### config.mk
export PLATFORM = sky130hd
export DESIGN_NAME = upsample_writer
export DESIGN_NICKNAME = d
export VERILOG_FILES = /design/src/rtl/upsample_writer.sv
export SDC_FILE = /design/constraint.sdc
export NUM_CORES = 2
export LEC_CHECK = 0
export CAP_MARGIN = 20
export CORE_MARGIN = 2
export CORE_UTILIZATION = 57
export CTS_CLUSTER_SIZE = 40
export DETAILED_ROUTE_END_ITERATION = 12
export GPL_ROUTABILITY_DRIVEN = 0
export HOLD_SLACK_MARGIN = 0.03
export PLACE_DENSITY = 0.89
export SETUP_SLACK_MARGIN = 0.1
export SLEW_MARGIN = 20
export SYNTH_ARGS = -nofsm -noshare
export SYNTH_HDL_FRONTEND = slang
export SYNTH_SLANG_ARGS = --single-unit
### constraint.sdc
create_clock -name clk -period 17.9 [get_ports clk]
set_input_delay 4.475 -clock clk [delete_from_list [all_inputs] [get_ports clk]]
set_output_delay 4.475 -clock clk [all_outputs]
set_load 0.005 [all_outputs]
### src/rtl/upsample_writer.sv
// Nearest-neighbour upsampler: reads a di x dr x dc map through a shared RAM port and
// writes each byte as a step x step block. Optional `UPSAMPLE_ZERO_FILL_EN gives sparse unpooling output.
module upsample_writer #(
    parameter int memaddrbit = 14
) (
    input  logic                  clk,
    input  logic                  rst,
    input  logic                  enable,
    input  logic [2:0]            step,
    input  logic [memaddrbit-1:0] dr,
    input  logic [memaddrbit-1:0] dc,
    input  logic [memaddrbit-1:0] di,
    input  logic [memaddrbit-1:0] inaddr,
    input  logic [memaddrbit-1:0] outaddr,
    input  logic                  checkram,
    input  logic [7:0]            data_in,
    output logic [memaddrbit-1:0] memaddr,
    output logic [7:0]            data_out,
    output logic                  wea,
    output logic [memaddrbit-1:0] ir,
    output logic [memaddrbit-1:0] ic,
    output logic [memaddrbit-1:0] ii,
    output logic [2:0]            state,
    output logic                  picture_finish
);

    typedef enum logic [2:0] {
        IDLE  = 3'd0,
        READ  = 3'd1,
        WRITE = 3'd2,
        NEXT  = 3'd3,
        CHECK = 3'd4
    } state_t;

    state_t                  state_reg;
    logic [1:0]              count_rd_reg;
    logic [2:0]              jr_reg, jc_reg;
    logic [7:0]              hold_reg;
    logic [memaddrbit-1:0]   memaddr_reg, ir_reg, ic_reg, ii_reg;
    logic [7:0]              data_out_reg;
    logic                    wea_reg, finish_reg;

    logic [2:0]              s_val;
    logic [memaddrbit-1:0]   s_ext, out_rows, out_cols, rd_addr, wr_addr;
    logic [7:0]              wr_data;
    logic                    last_jc, last_jr;

    always_comb begin
        s_val    = (step == 3'd0) ? 3'd1 : step;
        s_ext    = memaddrbit'(s_val);
        out_rows = dr * s_ext;
        out_cols = dc * s_ext;
        rd_addr  = inaddr + ii_reg * dr * dc + ir_reg * dc + ic_reg;
        wr_addr  = outaddr + ii_reg * out_rows * out_cols
                 + (ir_reg * s_ext + memaddrbit'(jr_reg)) * out_cols
                 + ic_reg * s_ext + memaddrbit'(jc_reg);
        last_jc  = (jc_reg == s_val - 3'd1);
        last_jr  = (jr_reg == s_val - 3'd1);
`ifdef UPSAMPLE_ZERO_FILL_EN
        // Sparse map: only the top-left corner of each block carries the source value
        wr_data  = (jr_reg == 3'd0 && jc_reg == 3'd0) ? hold_reg : 8'd0;
`else
        wr_data  = hold_reg;
`endif
    end

    always_ff @(posedge clk) begin
        if (!rst) begin
            state_reg    <= IDLE;
            count_rd_reg <= 2'd0;
            jr_reg       <= 3'd0;
            jc_reg       <= 3'd0;
            hold_reg     <= 8'd0;
            memaddr_reg  <= '0;
            data_out_reg <= 8'd0;
            wea_reg      <= 1'b0;
            ir_reg       <= '0;
            ic_reg       <= '0;
            ii_reg       <= '0;
            finish_reg   <= 1'b0;
        end else begin
            case (state_reg)
                IDLE: begin
                    memaddr_reg <= '0;
                    wea_reg     <= 1'b0;
                    if (enable) begin
                        state_reg    <= READ;
                        finish_reg   <= 1'b0;
                        ir_reg       <= '0;
                        ic_reg       <= '0;
                        ii_reg       <= '0;
                        count_rd_reg <= 2'd0;
                    end
                end
                READ: begin
                    wea_reg <= 1'b0;
                    if (count_rd_reg == 2'd0)
                        memaddr_reg <= rd_addr;
                    // Read data lands two cycles after the address; sample one cycle later
                    if (count_rd_reg == 2'd3) begin
                        hold_reg     <= data_in;
                        count_rd_reg <= 2'd0;
                        jr_reg       <= 3'd0;
                        jc_reg       <= 3'd0;
                        state_reg    <= WRITE;
                    end else begin
                        count_rd_reg <= count_rd_reg + 2'd1;
                    end
                end
                WRITE: begin
                    memaddr_reg  <= wr_addr;
                    data_out_reg <= wr_data;
                    wea_reg      <= 1'b1;
                    if (last_jc) begin
                        jc_reg <= 3'd0;
                        if (last_jr) begin
                            jr_reg    <= 3'd0;
                            state_reg <= NEXT;
                        end else begin
                            jr_reg <= jr_reg + 3'd1;
                        end
                    end else begin
                        jc_reg <= jc_reg + 3'd1;
                    end
                end
                NEXT: begin
                    memaddr_reg <= '0;
                    wea_reg     <= 1'b0;
                    state_reg   <= READ;
                    if (ic_reg == dc - 1'b1) begin
                        ic_reg <= '0;
                        if (ir_reg == dr - 1'b1) begin
                            ir_reg <= '0;
                            if (ii_reg == di - 1'b1) begin
                                ii_reg     <= '0;
                                finish_reg <= 1'b1;
                                state_reg  <= checkram ? CHECK : IDLE;
                            end else begin
                                ii_reg <= ii_reg + 1'b1;
                            end
                        end else begin
                            ir_reg <= ir_reg + 1'b1;
                        end
                    end else begin
                        ic_reg <= ic_reg + 1'b1;
                    end
                end
                CHECK: begin
                    memaddr_reg <= '0;
                    wea_reg     <= 1'b0;
                end
                default: begin
                    state_reg   <= IDLE;
                    memaddr_reg <= '0;
                    wea_reg     <= 1'b0;
                end
            endcase
        end
    end

    assign memaddr        = memaddr_reg;
    assign data_out       = data_out_reg;
    assign wea            = wea_reg;
    assign ir             = ir_reg;
    assign ic             = ic_reg;
    assign ii             = ii_reg;
    assign state          = state_reg;
    assign picture_finish = finish_reg;

endmodule

* Word level (Yosys, flattened, before mapping)
Index checks and enable logic that the tools add are counted.
Word-level totals: bits in registers 85, bits of input ports 85, word-level logic and storage cells 111
Cells by class: $add $sub $neg 18, multipliers 10, equal/unequal tests 18, muxes and demuxes 37, bitwise operators 1, reductions and logical operators 15
Operator list (number):
- 14-bit 2-to-1 mux | 8
- 14-bit case mux with 2 select lines | 4
- 14-bit adder | 6
- 14-bit by 14-bit multiplier with 14-bit output | 6
- 14-bit by 3-bit multiplier with 14-bit output | 4
- 14-bit by 1-bit adder with 14-bit output (second input constant) | 3
- 14-bit == test | 3
- 14-bit by 1-bit subtractor with 14-bit output (second input constant) | 3
- 3-bit 2-to-1 mux | 13
- 14-bit by 3-bit adder with 14-bit output | 2
- 2-bit inequality test (second input constant) | 8
- 3-bit case mux with 5 select lines | 1
- 3-bit case mux with 2 select lines | 2
- 5-bit AND reduction | 2
- 2-bit AND reduction | 4
- 3-bit by 1-bit adder with 3-bit output (second input constant) | 2
- 3-bit by 2-bit == test with 1-bit output (second input constant) | 2
- 3-bit == test | 2
- 3-bit zero test | 2
- 3-bit AND reduction | 2
- 2-bit nonzero test | 3
- 1-bit 2-to-1 mux | 5
- 2-bit 2-to-1 mux | 2
- 2-bit case mux with 2 select lines | 1
- other kinds (9) | 9

* Logic depth before layout (Yosys ltp)
depth in word-level cells 10, gate-level depth with buffers 58, gate-level depth less buffers 55

* Worst setup path before layout
OpenSTA, ideal clock, no wires.
kind in2reg, from input port step[1], to register memaddr_reg[13] (netlist: memaddr[13]), setup time 126 ps, arrival 16979 ps, setup slack 795 ps, cell stages on the path 53, buffers on the path 3, path through buf_6 nor2_1 or2_1 buf_4 clkbuf_1 nand2_1 fa_1 inv_1 ha_1 inv_1 fa_1 nor2b_1 o21ai_1 and3_1 nor2_1 nand2_1 fa_1 inv_1 [17 not listed] fa_1 inv_1 fa_1 fa_1 fa_1 fa_1 xnor2_1 xnor2_1 xnor2_1 xnor2_1 xnor2_1 xnor2_1 xnor2_1 xnor2_1 xnor3_1 xnor3_1 xnor2_1 o22ai_1
On the way: word-level cells in the longest chain between the ends 10
RTL lines:
- start: declaration | line 9 | input logic [2:0] step,
- 3-bit zero test | line 49 | s_val = (step == 3'd0) ? 3'd1 : step;
- 3-bit 2-to-1 mux * | line 49
- 14-bit by 3-bit multiplier with 14-bit output | line 51 | out_rows = dr * s_ext;
- 14-bit by 14-bit multiplier with 14-bit output (2 in series) | line 54 | wr_addr = outaddr + ii_reg * out_rows * out_cols
- 14-bit adder | line 54
- 14-bit adder | line 55 | + (ir_reg * s_ext + memaddrbit'(jr_reg)) * out_cols
- 14-bit adder * | line 56 | + ic_reg * s_ext + memaddrbit'(jc_reg);
- 14-bit by 3-bit adder with 14-bit output * | line 56
- 14-bit case mux with 2 select lines * | line 82 | case (state_reg)
- end signal: assignment | line 98 | memaddr_reg <= rd_addr;
- end signal: assignment | line 111 | memaddr_reg <= wr_addr;
- end: declaration | line 39 | logic [memaddrbit-1:0] memaddr_reg, ir_reg, ic_reg, ii_reg;
Every way passes the cells marked *; elsewhere a longest branch is shown, timed or not. A chain may end at the register's enable or synchronous reset.

* Final worst setup path
from input port step[0], to register memaddr_reg[13] (netlist: memaddr[13])
The elaborated chain is that of the path after synthesis.

==> impl_metrics.yaml <==
drt:
  drtPass1Iterations: 5
  drc: 0
  wl_per_cell_um: 18.28
  vias_per_cell: 5.663
  drtIter0Drc: 2085
  wirelength_mm: 77.86
  vias: 24120
  ant_nets: 0
yosys:
  yosys.area.top_type: "fa_1"
  avgSynthCellArea_um2: 8.351
  synth_edf_count: 0
  ys_types: 84
  synth_top_family_by_area: "adder cells"
  synth_area_leaders: "fa_1, ha_1, inv_1"
  synthSimpleGateAreaFrac: 0.1957
  ys_ff_latch: 85
  synth_cells: 3521
  synthFlopType: "dfxtp_1"
  synth.mux.area_fraction: 0.002766
  yosysTopAreaCellShare: 0.3316
  yosys-top-cells-count: "inv_1, fa_1, nand2_1"
  syn-cell-area_um2: 29400
  yosysMostFrequentCell: "inv_1"
  synth_xor_area_frac: 0.1016
  yosysWarnings: 0
  synth_compound_area_frac: 0.05966
  synthAdderAreaFrac: 0.4686
  synth_seq_area_share: 0.05787
  async_reset_ff_frac: 0
  synth_nets: 4415
cells_and_area:
  layout-area-overhead-vs-synth_pct: 8.527
  nNetsFinal: 4467
  fillers: 3948
  layout.cells.non_filler: 4259
  layout-drive-gt1-share: 0.03326
power_and_ir_drop:
  switching_share: 0.4844
  power.internal_uw: 811.7
  powerDensity_nw_per_um2: 49.33
  p_comb_frac: 0.746
  p_leak_nw: 15.63
  irDropWorstVdd_uv: 66.22
  clockPowerShare: 0.126
  pwr-share-seq: 0.128
  switching_power_uw: 762.6
clock_tree:
  cts_tree: "done"
  numCtsBuffers: 9
  ctsHtreeMaxLevel: 3
  clkSlewWorstSetupHoldPaths_ns: 0.07
  clockBufferDepth: 2
  clock-sinks: 85
  hold_buffers: 0
  cts_root_buf: "clkbuf_16"
  insertion_delay_ns: 0.36
critical_path:
  worst_setup_path_end_kind: "flop"
  cp_slowest_cell: "fa_1"
  slowest_delay_ns: 0.54
  start_kind: "input port"
  crit_arrival_ns: 17.60
  criticalPathCategory: "input port to flop"
  crit_start: "step[0]"
  crit_top_cell: "fa_1"
  crit_fanout: 8
  crit_required_ns: 18.14
  r2r-start: "ii[4]"
timing:
  final_hold_viol_count: 0
  slew_headroom: 0.2580
  fin_skew_ns: 0.01332
  drv_slew: 0
  fmax_mhz: 57.58
  period_minus_slack_ns: 17.37
  worstMarginPinSlew_ns: 1.109
  rsz0062_at_grt: "false"
  setup_viol: 0
  setup_tns_ns: 0
  fin_crit_sh: 0.9701
global_route:
  grt_pass1_vias: 25300
  grt_usage: 0.2991
  grt_pass1_wl_mm: 127.6
  antenna_found_initial: 1
  grt_max_degree: 60
  grt_overflow: 0
floorplan:
  die-area_um2: 53420
  rows: 83
  dieWidth_um: 231.1
  initial_core_util: 0.5743
  io_pins: 154
  core_area_um2: 51200
  die_h_um: 231.1
placement:
  place_hpwl_mm: 60.73
  dp.cells: 4240
  io_buffers: 153
min_path:
  hp-class: "flop to flop"
  min_from: "data_out[6]"
run_status:
  status: "completed"
flow_run:
  maxCapViolCount: 0
-- worst max-delay path: cells and delay by family --
kind | cells | cell delay, ns
adders and majority gates | 17 | 7.27
xor gates and xnor gates | 13 | 2.82
AOI/OAI and AO/OA | 9 | 1.41
buffers and inverters | 9 | 1.02
and+or+nand+nor | 4 | 0.63
-- logic make-up after synthesis --
| kind of cell | Yosys count |
|---|---|
| AND/OR/NAND/NOR | 1145 |
| buffers and inverters | 880 |
| adder cells (fa/ha/maj) | 809 |
| XOR/XNOR | 314 |
| AO/OA/AOI/OAI | 280 |
| flip-flops | 85 |
| multiplexers | 8 |
-- routing by layer --
layer | vias to the layer above | part of all wire | global-route usage
met5 | - | 0.00019 | 0
met2 | 1337 | 0.47 | 0.5011
met1 | 11730 | 0.37 | 0.3747
met4 | 2 | 0.052 | 0.1399
met3 | 302 | 0.11 | 0.05573
li1 | 10750 | - | -
-- power by group through the flow --
stage | logic (mW) | clock network (mW) | registers [mW]
final | 1.17 | 0.198 | 0.202
after global routing | 1.29 | 0.206 | 0.202
after CTS | 1.15 | 0.197 | 0.202
after detailed placement | 1.14 | 0 | 0.206
after global placement | 1.10 | 0 | 0.206
after floorplan | 0.816 | 0 | 0.204
-- cell type report --
class | instances | area, um^2 | area share
flip-flops and latches | 85 | 1702 | 0.05332
clock buffers | 10 | 239.0 | 0.007489
well taps | 680 | 850.8 | 0.02666
repair buffers | 212 | 1964 | 0.06156
diodes | 1 | 2.502 | 0.00007842
clock inverters | 6 | 68.82 | 0.002156
multi-input cells | 2556 | 24420 | 0.7653
inverters | 709 | 2664 | 0.08347
-- placed cells by master, fill, tap and decap left out, types with 15 or more instances in the layout --
cell type and count:
a21oi_1 84, ha_1 322, nand2_1 471, dfxtp_1 85, nand3_1 18, and3_1 43, nor3_1 20, xnor2_1 215
xor2_1 76, clkdlybuf4s50_1 151, nor3b_1 18, buf_4 59, o21ai_0 61, a31oi_1 15, nor2_1 122, nand2b_1 37
nor2b_1 49, a21o_1 18, and2_1 293, fa_1 486, a21boi_0 18, inv_1 706
-- per-stage QoR --
step / worst slack (ns) / total power [mW] / util / hold slack, ns / area [um^2]
3_5_place_dp: -0.06141 / 1.350 / 0.6157 / 0.4552 / 31520
6_report: 0.5343 / 1.574 / 0.6233 / 0.4607 / 31910
4_1_cts: 0.3104 / 1.552 / 0.6217 / 0.4652 / 31830
3_3_place_gp: 0.2656 / 1.302 / 0.6157 / 0.4509 / 31520
2_1_floorplan: 0.7951 / 1.020 / - / 0.4412 / 29400
5_1_grt: 0.01543 / 1.694 / 0.6233 / 0.4811 / 31910
-- final timing paths --
kind              slack (ns)  depth (start not counted)     endpoint
setup reg to reg        5.97                         39  memaddr[13]
setup / recovery        0.53                         52  memaddr[13]
hold reg to reg         0.46                          2  data_out[6]
hold / removal          0.46                          2  data_out[6]
-- repair_timing --
item	in CTS	in global routing
resized for setup	0	12
setup buffers	0	2
setup endpoints to repair	0	1
Power figures use the tool's default switching activity.
